==> src/rtl/bubble_sorter_pkg.sv <==
// Shared definitions for the bubble sorter: FSM state encoding.
package bubble_sorter_pkg;

  typedef enum logic [2:0] {
    IDLE = 3'd0,
    RDA  = 3'd1,
    RDB  = 3'd2,
    CMP  = 3'd3,
    WRA  = 3'd4,
    WRB  = 3'd5,
    ADV  = 3'd6,
    DONE = 3'd7
  } state_t;

endpackage

==> src/rtl/sort_ram.sv <==
// Single-port RAM with registered read (old data on read-during-write).
module sort_ram #(
  parameter int WIDTH = 8,
  parameter int DEPTH = 16,
  parameter int AW    = (DEPTH > 1) ? $clog2(DEPTH) : 1
) (
  input  logic             clock,
  input  logic [AW-1:0]    address,
  input  logic [WIDTH-1:0] data,
  input  logic             wren,
  output logic [WIDTH-1:0] q
);

  logic [WIDTH-1:0] mem [DEPTH];

  // Write on wren, always register the addressed word for the 1-cycle read
  always_ff @(posedge clock) begin
    if (wren) begin
      mem[address] <= data;
    end
    q <= mem[address];
  end

endmodule

==> src/rtl/bubble_sorter.sv <==
// In-place bubble sorter over a single-port RAM with host load/read port,
// start/busy/done handshake, early exit on a swap-free pass and a
// saturating swap counter.
module bubble_sorter #(
  parameter  int WIDTH = 8,
  parameter  int DEPTH = 16,
  parameter  int CNTW  = 16,
  localparam int AW    = (DEPTH > 1) ? $clog2(DEPTH) : 1
) (
  input  logic             C,
  input  logic             nRST,
  input  logic             start,
  input  logic             desc,
  input  logic             wr_en,
  input  logic [AW-1:0]    wr_addr,
  input  logic [WIDTH-1:0] wr_data,
  input  logic [AW-1:0]    rd_addr,
  output logic [WIDTH-1:0] rd_data,
  output logic             busy,
  output logic             done,
  output logic [CNTW-1:0]  swaps
);

  import bubble_sorter_pkg::*;

  localparam logic [AW-1:0] LAST_INIT = AW'((DEPTH > 1) ? DEPTH - 2 : 0);

  state_t           state;
  state_t           state_nx;
  logic [AW-1:0]    idx;
  logic [AW-1:0]    idx_p1;
  logic [AW-1:0]    last;
  logic             sw;
  logic             desc_q;
  logic [WIDTH-1:0] a_reg;
  logic [WIDTH-1:0] b_reg;
  logic [WIDTH-1:0] q;
  logic [AW-1:0]    mem_addr;
  logic [WIDTH-1:0] mem_din;
  logic             mem_we;
  logic             ooo;
  logic             more_pairs;
  logic             finish_pass;
  logic             host_sel_d;
  logic [WIDTH-1:0] rd_hold;

  assign idx_p1      = idx + AW'(1);
  assign ooo         = desc_q ? (a_reg < q) : (a_reg > q);
  assign more_pairs  = (idx < last);
  assign finish_pass = !sw || (last == '0);

  assign busy = (state != IDLE) && (state != DONE);
  assign done = (state == DONE);

  sort_ram #(
    .WIDTH (WIDTH),
    .DEPTH (DEPTH),
    .AW    (AW)
  ) u_ram (
    .clock   (C),
    .address (mem_addr),
    .data    (mem_din),
    .wren    (mem_we),
    .q       (q)
  );

  // State register; reset returns to IDLE immediately, abandoning any sort
  always_ff @(posedge C) begin
    if (!nRST) begin
      state <= IDLE;
    end else begin
      state <= state_nx;
    end
  end

  // Next-state logic and RAM port steering (host owns the port only in IDLE)
  always_comb begin
    state_nx = state;
    mem_addr = idx;
    mem_din  = b_reg;
    mem_we   = 1'b0;
    case (state)
      IDLE: begin
        mem_addr = wr_en ? wr_addr : rd_addr;
        mem_din  = wr_data;
        mem_we   = wr_en & nRST;
        if (start) begin
          state_nx = (DEPTH == 1) ? DONE : RDA;
        end
      end
      RDA: begin
        mem_addr = idx;
        state_nx = RDB;
      end
      RDB: begin
        mem_addr = idx_p1;
        state_nx = CMP;
      end
      CMP: begin
        state_nx = ooo ? WRA : ADV;
      end
      WRA: begin
        mem_addr = idx;
        mem_din  = b_reg;
        mem_we   = nRST;
        state_nx = WRB;
      end
      WRB: begin
        mem_addr = idx_p1;
        mem_din  = a_reg;
        mem_we   = nRST;
        state_nx = ADV;
      end
      ADV: begin
        if (more_pairs) begin
          state_nx = RDA;
        end else if (finish_pass) begin
          state_nx = DONE;
        end else begin
          state_nx = RDA;
        end
      end
      DONE: begin
        state_nx = IDLE;
      end
      default: begin
        state_nx = IDLE;
      end
    endcase
  end

  // Pass bookkeeping: pair index, pass limit, swap flag, swap count, direction
  always_ff @(posedge C) begin
    if (!nRST) begin
      idx    <= '0;
      last   <= '0;
      sw     <= 1'b0;
      swaps  <= '0;
      desc_q <= 1'b0;
    end else begin
      case (state)
        IDLE: begin
          if (start) begin
            idx    <= '0;
            last   <= LAST_INIT;
            sw     <= 1'b0;
            swaps  <= '0;
            desc_q <= desc;
          end
        end
        WRB: begin
          sw <= 1'b1;
          if (swaps != '1) begin
            swaps <= swaps + CNTW'(1);
          end
        end
        ADV: begin
          if (more_pairs) begin
            idx <= idx_p1;
          end else if (!finish_pass) begin
            idx  <= '0;
            last <= last - AW'(1);
            sw   <= 1'b0;
          end
        end
        default: begin
        end
      endcase
    end
  end

  // Capture the two elements of the current pair as they come out of the RAM
  always_ff @(posedge C) begin
    if (state == RDB) begin
      a_reg <= q;
    end
    if (state == CMP) begin
      b_reg <= q;
    end
  end

  // Remember the last host-side read so rd_data stays put while the FSM owns the RAM
  always_ff @(posedge C) begin
    if (!nRST) begin
      host_sel_d <= 1'b0;
      rd_hold    <= '0;
    end else begin
      host_sel_d <= (state == IDLE);
      if (host_sel_d) begin
        rd_hold <= q;
      end
    end
  end

  assign rd_data = host_sel_d ? q : rd_hold;

endmodule

==> config.mk <==
export PLATFORM = sky130hd
export DESIGN_NAME = bubble_sorter
export DESIGN_NICKNAME = d
export VERILOG_FILES = /design/src/rtl/bubble_sorter_pkg.sv /design/src/rtl/sort_ram.sv /design/src/rtl/bubble_sorter.sv
export SDC_FILE = /design/constraint.sdc
export NUM_CORES = 1
export LEC_CHECK = 0
export ABC_AREA = 1
export BUFFER_PORTS_ARGS = -buffer_cell sky130_fd_sc_hd__buf_2
export CAP_MARGIN = 0
export CORE_MARGIN = 2
export CORE_UTILIZATION = 38
export DETAILED_ROUTE_END_ITERATION = 8
export GPL_TIMING_DRIVEN = 0
export PLACE_DENSITY = 0.52
export SLEW_MARGIN = 25
export SYNTH_ARGS = -nofsm -noshare
export SYNTH_HDL_FRONTEND = slang
export SYNTH_SLANG_ARGS = --single-unit
==> constraint.sdc <==
create_clock -name C -period 3.7 [get_ports C]
set_input_delay 0.185 -clock C [delete_from_list [all_inputs] [get_ports C]]
set_output_delay 0.185 -clock C [all_outputs]
set_load 0.1 [all_outputs]
==> results_dict.tcl, run 1 <==
set metrics [dict create \
    status "complete, no violations" \
    synth.avg_cell_area_sq_um 9.061 \
    ir_drop_mv 0.2860 \
    worst_pin_slew_ns 0.9846 \
    min-delay-path-class "input pin to flop" \
    power_density_nw_per_um2 656.9 \
    synth_top_area_share_pct 49.40 \
    crit_path_end_kind "flop" \
    cts_root_buf "clkbuf_16" \
    ios 47 \
    placeableCoreArea_sq_um 22640 \
    grt.total_usage_pct 19.33 \
    grt_pass1_wl_mm 35.40 \
    place_ws_ns 0.6965 \
    p_leak_nw 4.165 \
    crit_path_end "u_ram.mem[4][5]" \
    setup_viol 0 \
    post_cts_resized 0 \
    wire_per_inst_microns 16.99 \
    synthFlopType "edfxtp_1" \
    largest_register "u_ram.mem" \
    max_slew_margin_pct 34.18 \
    ant_nets 0 \
    synth-edff-count 144 \
    fp-row-count 55 \
    rr_startpoint "state[0]" \
    crit_path_max_fanout 10 \
    cts.sinks 190 \
    setup_ws_ns 0.6906 \
    hold_buffers 0 \
    crit_required_ns 3.76 \
    drv_slew 0 \
    ys_types 36 \
    h-tree-depth 4 \
    synth_fp_nets 1001 \
    grt_pass1_vias 6342 \
    antenna_found_initial 0 \
    period_share_pct 81.33 \
    fmax_mhz 332.3 \
    start_kind "flop" \
    die_y_microns 155.8 \
    grt_max_degree 20 \
    arrival_ns 3.07 \
    via_count 6569 \
    ys_warn_count 0 \
    io_buffers 45 \
    fin_skew_ns 0.01715 \
    reg_top3 "u_ram.mem (128), swaps (16)" \
    fp.dieW_microns 155.8 \
    gp_congestion 0.8593 \
    rr_endpoint "u_ram.mem[4][5]" \
    max_cap_viol_count 0 \
    drc_errors 0 \
    final_nets 1067 \
    grt_overflow 0 \
    viasPerCell 4.939 \
    setup_tns_ns 0 \
    rsz0062_at_grt "no" \
    ys_seq_area_share_pct 59.92 \
    hpwlAfterDp_mm 15.98 \
    initialDrtViolationCount 472 \
    antenna_cells 0 \
    die-area_sq_um 24270 \
    clock_latency_ns 0.44 \
    fin_total_pwr_mw 6.531 \
    n_fill_cell 2243 \
    numCtsBuffers 17 \
    r2r_slack_ns 0.69 \
    area_delta_synth_final_pct 13.59 \
    r2r_cells 9 \
    syn_inst 966 \
    min_period_ns 3.009 \
    dr.pass1.iters 6 \
    clockBufferDepth 2 \
    path_clk_slew_ns 0.07 \
    cp-startpoint "state[0]" \
    initial_core_util_pct 38.66 \
    largest_register_ffs 128 \
    final-hold-violation-count 0 \
    cts_tree "yes" \
    post-route-util_pct 43.92 \
    ys_ff_latch 190 \
    async_flop_share_pct 0 \
    yosysTopAreaCell "edfxtp_1" \
    post_cts_buffers 0 \
    routed_wl_mm 22.60 \
    synth_area_leaders "edfxtp_1 49%, nand2_1 16%, dfxtp_1 11%" \
    drive_above_1_share_pct 12.44 \
    path_class "flop to flop" \
    syn_area_sq_um 8753 \
]
-- critical path, cell delays in order, from the launching register on --
cell and delay (ns):
dfxtp_1 0.48, nor2_2 0.10, nand2_4 0.10, inv_2 0.07, nand2_1 0.23, nand3_2 0.14, nand2_2 0.21, buf_2 0.28
nand3_1 0.23, nor2_1 0.79
-- per-layer routing --
| layer | share of wire [%] | global-route usage [%] |
|---|---|---|
| met5 | 0 | 0 |
| met4 | 2.0 | 5.548 |
| met3 | 3.7 | 3.306 |
| met2 | 46 | 31.52 |
| met1 | 48 | 26.65 |
-- cell families after synthesis --
logic type	synth area share, %
and+or+nand+nor	28.16
DFF	59.92
buffers and inverters	5.789
AOI/OAI and AO/OA	3.431
adders and majority gates	2.001
xor gates and xnor gates	0.7004
-- worst min path at each step --
stage	from	endpoint	slack [ns]	cells after the start
2_1_floorplan	nRST	last[0]	0.31	2
3_3_place_gp	rd_hold[4]	rd_hold[4]	0.46	2
3_5_place_dp	rd_hold[0]	rd_hold[0]	0.46	2
4_1_cts	nRST	last[0]	0.04	3
5_1_grt	nRST	state[0]	0.05	3
6_report	nRST	last[0]	0.06	3
-- per-stage QoR --
stage	cells	area [sq um]	hold slack, ns
6_report	1330	9943	0.05733
5_1_grt	1330	9943	0.04903
4_1_cts	1330	9943	0.03664
3_5_place_dp	1298	9348	0.4608
3_3_place_gp	1296	9335	0.4574
2_1_floorplan	966	8753	0.3110
-- area by class of cell --
| cell class | instances | area (sq um) | area share [%] |
|---|---|---|---|
| plain buffers | 36 | 214.0 | 2.152 |
| multi-input cells | 662 | 3002 | 30.19 |
| clock buffers | 17 | 425.4 | 4.278 |
| repair buffers | 47 | 237.7 | 2.391 |
| clock inverters | 15 | 170.2 | 1.711 |
| well taps | 285 | 356.6 | 3.586 |
| flip-flops and latches | 190 | 5245 | 52.75 |
| inverters | 78 | 292.8 | 2.945 |
-- layout by cell type, fill, tap and decap left out, types with 12 or more instances in the layout --
master,count
a21oi_1,33
buf_2,61
buf_4,13
clkbuf_16,17
dfxtp_1,46
edfxtp_1,144
ha_1,14
inv_1,71
nand2_1,375
nand3_1,130
nor2_1,41
nor3_1,19
o21ai_0,12
-- cells in the mapped netlist, types with 3 or more instances --
| cell type | instances |
|---|---|
| inv_1 | 71 |
| clkbuf_1 | 6 |
| nand3_2 | 4 |
| ha_1 | 14 |
| buf_4 | 12 |
| nor2_1 | 41 |
| dfxtp_1 | 46 |
| buf_2 | 15 |
| nor3_1 | 19 |
| nor2_2 | 5 |
| edfxtp_1 | 144 |
| nand2_1 | 375 |
| nand3_1 | 130 |
| a21oi_1 | 33 |
| xor2_1 | 6 |
| inv_2 | 6 |
| o21ai_0 | 12 |
| nand4_1 | 3 |
-- where the power goes --
part / leakage, nW / internal, mW / total, mW / switching [mW]
combinational: 2.19 / 0.529 / 2.04 / 1.51
sequential: 1.68 / 2.55 / 2.64 / 0.0934
clock: 0.293 / 0.965 / 1.85 / 0.889
No activity file was read; power rests on OpenSTA's default activity.
==> inputs of run 2 (changes only) <==
- clock period: 3.7 -> 2.8 ns (I/O delays scaled with it)
==> results_dict.tcl, run 2 (same netlist as run 1, synthesis figures left out) <==
set metrics [dict create \
    cts.sinks 190 \
    initialDrtViolationCount 517 \
    io_buffers 45 \
    routed_wl_mm 22.66 \
    min-delay-path-class "input pin to flop" \
    die-area_sq_um 24270 \
    cts_root_buf "clkbuf_16" \
    post-route-util_pct 45.57 \
    largest_register_ffs 128 \
    antenna_cells 0 \
    reg_top3 "u_ram.mem (128), swaps (16)" \
    ant_nets 0 \
    pwr-share-clk_pct 27.7 \
    internal_power_mw 5.297 \
    seq_area_sq_um 5245 \
    fmax_mhz 372.1 \
    setup_viol 0 \
    drc_errors 0 \
    drive_above_1_share_pct 15.39 \
    viasPerCell 4.948 \
    clock_latency_ns 0.44 \
    gp_congestion 0.8587 \
    dp.cells 1298 \
    cts_tree "yes" \
    grt_max_degree 21 \
    switching_power_mw 3.379 \
    fp.dieW_microns 155.8 \
    placed_area_sq_um 9348 \
    rsz0062_at_grt "yes" \
    grt_pass1_wl_mm 35.51 \
    final_cell_mix "375 x nand2_1, 144 x edfxtp_1, 128 x nand3_1, 71 x inv_1, 62 x buf_2" \
    via_count 6650 \
    die_y_microns 155.8 \
    ir_drop_mv 0.4415 \
    setup_ws_ns 0.1125 \
    fin_skew_ns 0.01584 \
    grt_pass1_vias 6346 \
    final-hold-violation-count 0 \
    dr.pass1.iters 5 \
    grt_overflow 0 \
    max_slew_margin_pct 35.43 \
    start_kind "flop" \
    worst_pin_slew_ns 0.9658 \
    crit_required_ns 2.95 \
    max_cap_viol_count 0 \
    path_clk_slew_ns 0.07 \
    crit_path_end_kind "flop" \
    ios 47 \
    antenna_found_initial 0 \
    layout.cell_area.non_filler_sq_um 10320 \
    path_class "flop to flop" \
    period_share_pct 95.98 \
    crit_path_max_fanout 10 \
    area_delta_synth_final_pct 17.87 \
    multi_input_area_sq_um 3137 \
    drv_slew 0 \
    grt.total_usage_pct 19.29 \
    place_ws_ns -0.2139 \
    placeableCoreArea_sq_um 22640 \
    seq_power_share_pct 40.3 \
    fp-row-count 55 \
    n_fill_cell 2182 \
    holdWs_ns 0.05474 \
    combPwrFrac_pct 32.0 \
    p_leak_nw 4.271 \
    arrival_ns 2.83 \
    final_common_cell "nand2_1" \
    largest_register "u_ram.mem" \
    h-tree-depth 4 \
    status "complete, no violations" \
    initial_core_util_pct 38.66 \
    hpwlAfterDp_mm 15.76 \
    min_period_ns 2.687 \
    final_nets 1081 \
    wire_per_inst_microns 16.86 \
    power_density_nw_per_um2 840.9 \
    numCtsBuffers 17 \
    p_sw_share_pct 38.95 \
    final_cells 1344 \
    clockBufferDepth 2 \
]
## run 2: through the flow
stage	TNS (ns)	power [mW]
2_1_floorplan	0	5.402
3_3_place_gp	-15.20	6.241
3_5_place_dp	-13.04	6.249
4_1_cts	-4.543	8.686
5_1_grt	-2.843	9.171
6_report	0	8.676
## run 2: area by class of cell
cell class / count / share of cell area (%)
Clock inverter: 15 / 1.613
Tap cell: 285 / 3.456
Multi-Input combinational cell: 662 / 30.40
Timing Repair Buffer: 61 / 4.657
Buffer: 36 / 2.074
Clock buffer: 17 / 4.123
Sequential cell: 190 / 50.84
Inverter: 78 / 2.838
## run 2: final timing paths
path               from               to  slack [ns]  cells after the start
min reg2reg  rd_hold[4]       rd_hold[4]        0.47                      2
min                desc           desc_q        0.05                      3
max reg2reg    state[0]  u_ram.mem[3][3]        0.11                     11
max            state[0]  u_ram.mem[3][3]        0.11                     11
## run 2: worst max-delay path, stage by stage, from the launching register on
cell and delay (ns):
dfxtp_1 0.39, nor2_2 0.20, nand2_4 0.09, inv_2 0.09
nand2_1 0.21, nand3_2 0.18, nand2_2 0.17, buf_2 0.26
inv_1 0.10, nand3_1 0.34, nor2_4 0.22, buf_12 0.15
## run 2: layer usage
layer | track usage (%) | part of all wire [%]
met5 | 0 | 0
met3 | 3.167 | 5.3
met1 | 26.33 | 46
met2 | 32.13 | 47
met4 | 4.937 | 1.4
## run 2: what timing repair did
action | in CTS | in global routing
buffers inserted | 0 | 13
endpoints found under the setup margin | 128 | 128
hold buffers | 1 | 0
endpoints found under the hold margin | 1 | 0
resized for setup | 12 | 23
pin swaps | 0 | 12
## run 2: power groups by stage
stage | combinational, mW | clock, mW | sequential (mW)
6_report | 2.77 | 2.41 | 3.49
5_1_grt | 3.09 | 2.56 | 3.52
4_1_cts | 2.72 | 2.47 | 3.50
3_5_place_dp | 2.69 | 0 | 3.56
3_3_place_gp | 2.69 | 0 | 3.56
2_1_floorplan | 1.86 | 0 | 3.54
==> inputs of run 3 (changes only) <==
- CORE_UTILIZATION: 38 -> 50
- PLACE_DENSITY: 0.52 -> 0.65
==> results_dict.tcl, run 3 (same netlist as run 1, synthesis figures left out) <==
set metrics [dict create \
    area_delta_synth_final_pct 15.39 \
    period_share_pct 99.60 \
    clockBufferDepth 2 \
    initial_core_util_pct 50.96 \
    rr_endpoint "u_ram.mem[2][4]" \
    r2r_cells 9 \
    cp_common_cell "nor2_2" \
    layout.cell_area.non_filler_sq_um 10100 \
    placed_area_sq_um 9278 \
    status "complete, no violations" \
    dr.pass1.iters 6 \
    io_buffers 45 \
    p_leak_nw 4.226 \
    dp.cells 1238 \
    crit_chain "nor2_2 -> nand2_4 -> inv_2 -> nand2_1 -> nand3_2 -> nand2_2 -> buf_2 -> nand3_1 -> nor2_2" \
    viasPerCell 5.323 \
    min-delay-path-class "input pin to flop" \
    largest_register "u_ram.mem" \
    seq_power_share_pct 40.2 \
    switching_power_mw 3.352 \
    r2r_slack_ns 0.01 \
    antenna_found_initial 0 \
    final_cell_mix "375 x nand2_1, 144 x edfxtp_1, 130 x nand3_1, 71 x inv_1, 60 x buf_2" \
    path_clk_slew_ns 0.07 \
    via_count 6808 \
    grtUsageMet2_pct 40.42 \
    numCtsBuffers 17 \
    holdCritStartpoint "desc" \
    routed_wl_mm 21.88 \
    drive_above_1_share_pct 14.80 \
    rsz0062_at_grt "yes" \
    grt_overflow 0 \
    worst_pin_slew_ns 0.9609 \
    gp_congestion 0.8855 \
    fin_skew_ns 0.01080 \
    gr-usage-met1_pct 31.35 \
    ios 47 \
    antenna_cells 0 \
    die_y_microns 136.3 \
    internal_power_mw 5.296 \
    min_period_ns 2.789 \
    drc_errors 0 \
    hold_depth 3 \
    path_class "flop to flop" \
    crit_path_max_fanout 10 \
    crit_path_end_kind "flop" \
    reg_top3 "u_ram.mem (128), swaps (16)" \
    p_sw_share_pct 38.76 \
    final_nets 1076 \
    hpwlAfterDp_mm 14.99 \
    grt_max_degree 21 \
    die-area_sq_um 18580 \
    min_to "desc_q" \
    grt.total_usage_pct 24.27 \
    final_common_cell "nand2_1" \
    cts.sinks 190 \
    grt.met3_usage_pct 5.108 \
    max_cap_viol_count 0 \
    critPathMaxStageDelay_ns 0.50 \
    crit_required_ns 2.88 \
    grt-busiest-layer "met2" \
    clock_latency_ns 0.44 \
    largest_register_ffs 128 \
    cts_root_buf "clkbuf_16" \
    initialDrtViolationCount 480 \
    pwr-share-clk_pct 27.8 \
    fp-row-count 48 \
    fmax_mhz 358.6 \
    max_slew_margin_pct 35.76 \
    combPwrFrac_pct 32.0 \
    drv_slew 0 \
    final-hold-violation-count 0 \
    ir_drop_mv 0.5085 \
    wire_per_inst_microns 17.10 \
    grt_pass1_vias 6193 \
    arrival_ns 2.87 \
    grt_pass1_wl_mm 33.12 \
    placeableCoreArea_sq_um 17180 \
    setup_viol 0 \
    power_density_nw_per_um2 856.2 \
    h-tree-depth 4 \
    fp.dieW_microns 136.3 \
    ant_nets 0 \
    crit_path_top_delay_cell "nor2_2" \
    cts_tree "yes" \
    start_kind "flop" \
    final_cells 1279 \
    rr_startpoint "state[0]" \
]
## run 3: routing by layer
layer	share of wire (%)	up-vias
met5	0	-
met4	2.4	0
met3	6.7	43
met2	48	231
met1	42	3177
li1	-	3357
## run 3: worst max path at each step
stage | end | from
4_1_cts | u_ram.mem[9][4] | state[2]
6_report | u_ram.mem[2][4] | state[0]
3_3_place_gp | u_ram.mem[4][7] | state[0]
3_5_place_dp | u_ram.mem[4][1] | state[0]
2_1_floorplan | swaps[3] | swaps[0]
5_1_grt | u_ram.mem[14][3] | state[0]
## run 3: stage by stage
stage          hold slack [ns]  util [%]  setup TNS, ns  setup slack, ns  total power, mW
4_1_cts               0.008234     57.71         -3.436          -0.1505            8.604
5_1_grt                0.02430     58.81         -9.025          -0.1374            9.063
2_1_floorplan           0.2660         -              0           0.4299            5.402
3_3_place_gp            0.4553     53.93         -8.105          -0.1887            6.180
6_report               0.01780     58.81              0          0.01127            8.649
3_5_place_dp            0.4561     54.01         -9.104          -0.1675            6.204
## run 3: cell type report
class                      count  area, sq um
buffer                        36        214.0
fill                        1550         7076
multi-input combinational    662         3087
clock buffer                  17        425.4
timing repair buffer          56        385.4
tap                          225        281.5
clock inverter                15        170.2
sequential                   190         5245
inverter                      78        292.8
## run 3: power groups by stage
stage          logic, mW  registers [mW]  clock network, mW
4_1_cts             2.69            3.48               2.43
5_1_grt             3.02            3.50               2.55
6_report            2.76            3.48               2.41
2_1_floorplan       1.86            3.54                  0
3_3_place_gp        2.64            3.54                  0
3_5_place_dp        2.66            3.54                  0
## run 3: timing repair
item	in CTS	in global routing
endpoints found under the hold margin	1	0
hold buffers	1	0
gates resized for setup	12	13
setup endpoints to repair	112	128
pin swaps	0	7
cloned	0	0
setup buffers	0	8
## run 3: worst max-delay path, delay by kind of cell (launching register included)
| kind | cells | cell delay [ns] |
|---|---|---|
| flip-flops | 1 | 0.48 |
| AND/OR/NAND/NOR | 7 | 1.60 |
| buffers and inverters | 2 | 0.33 |
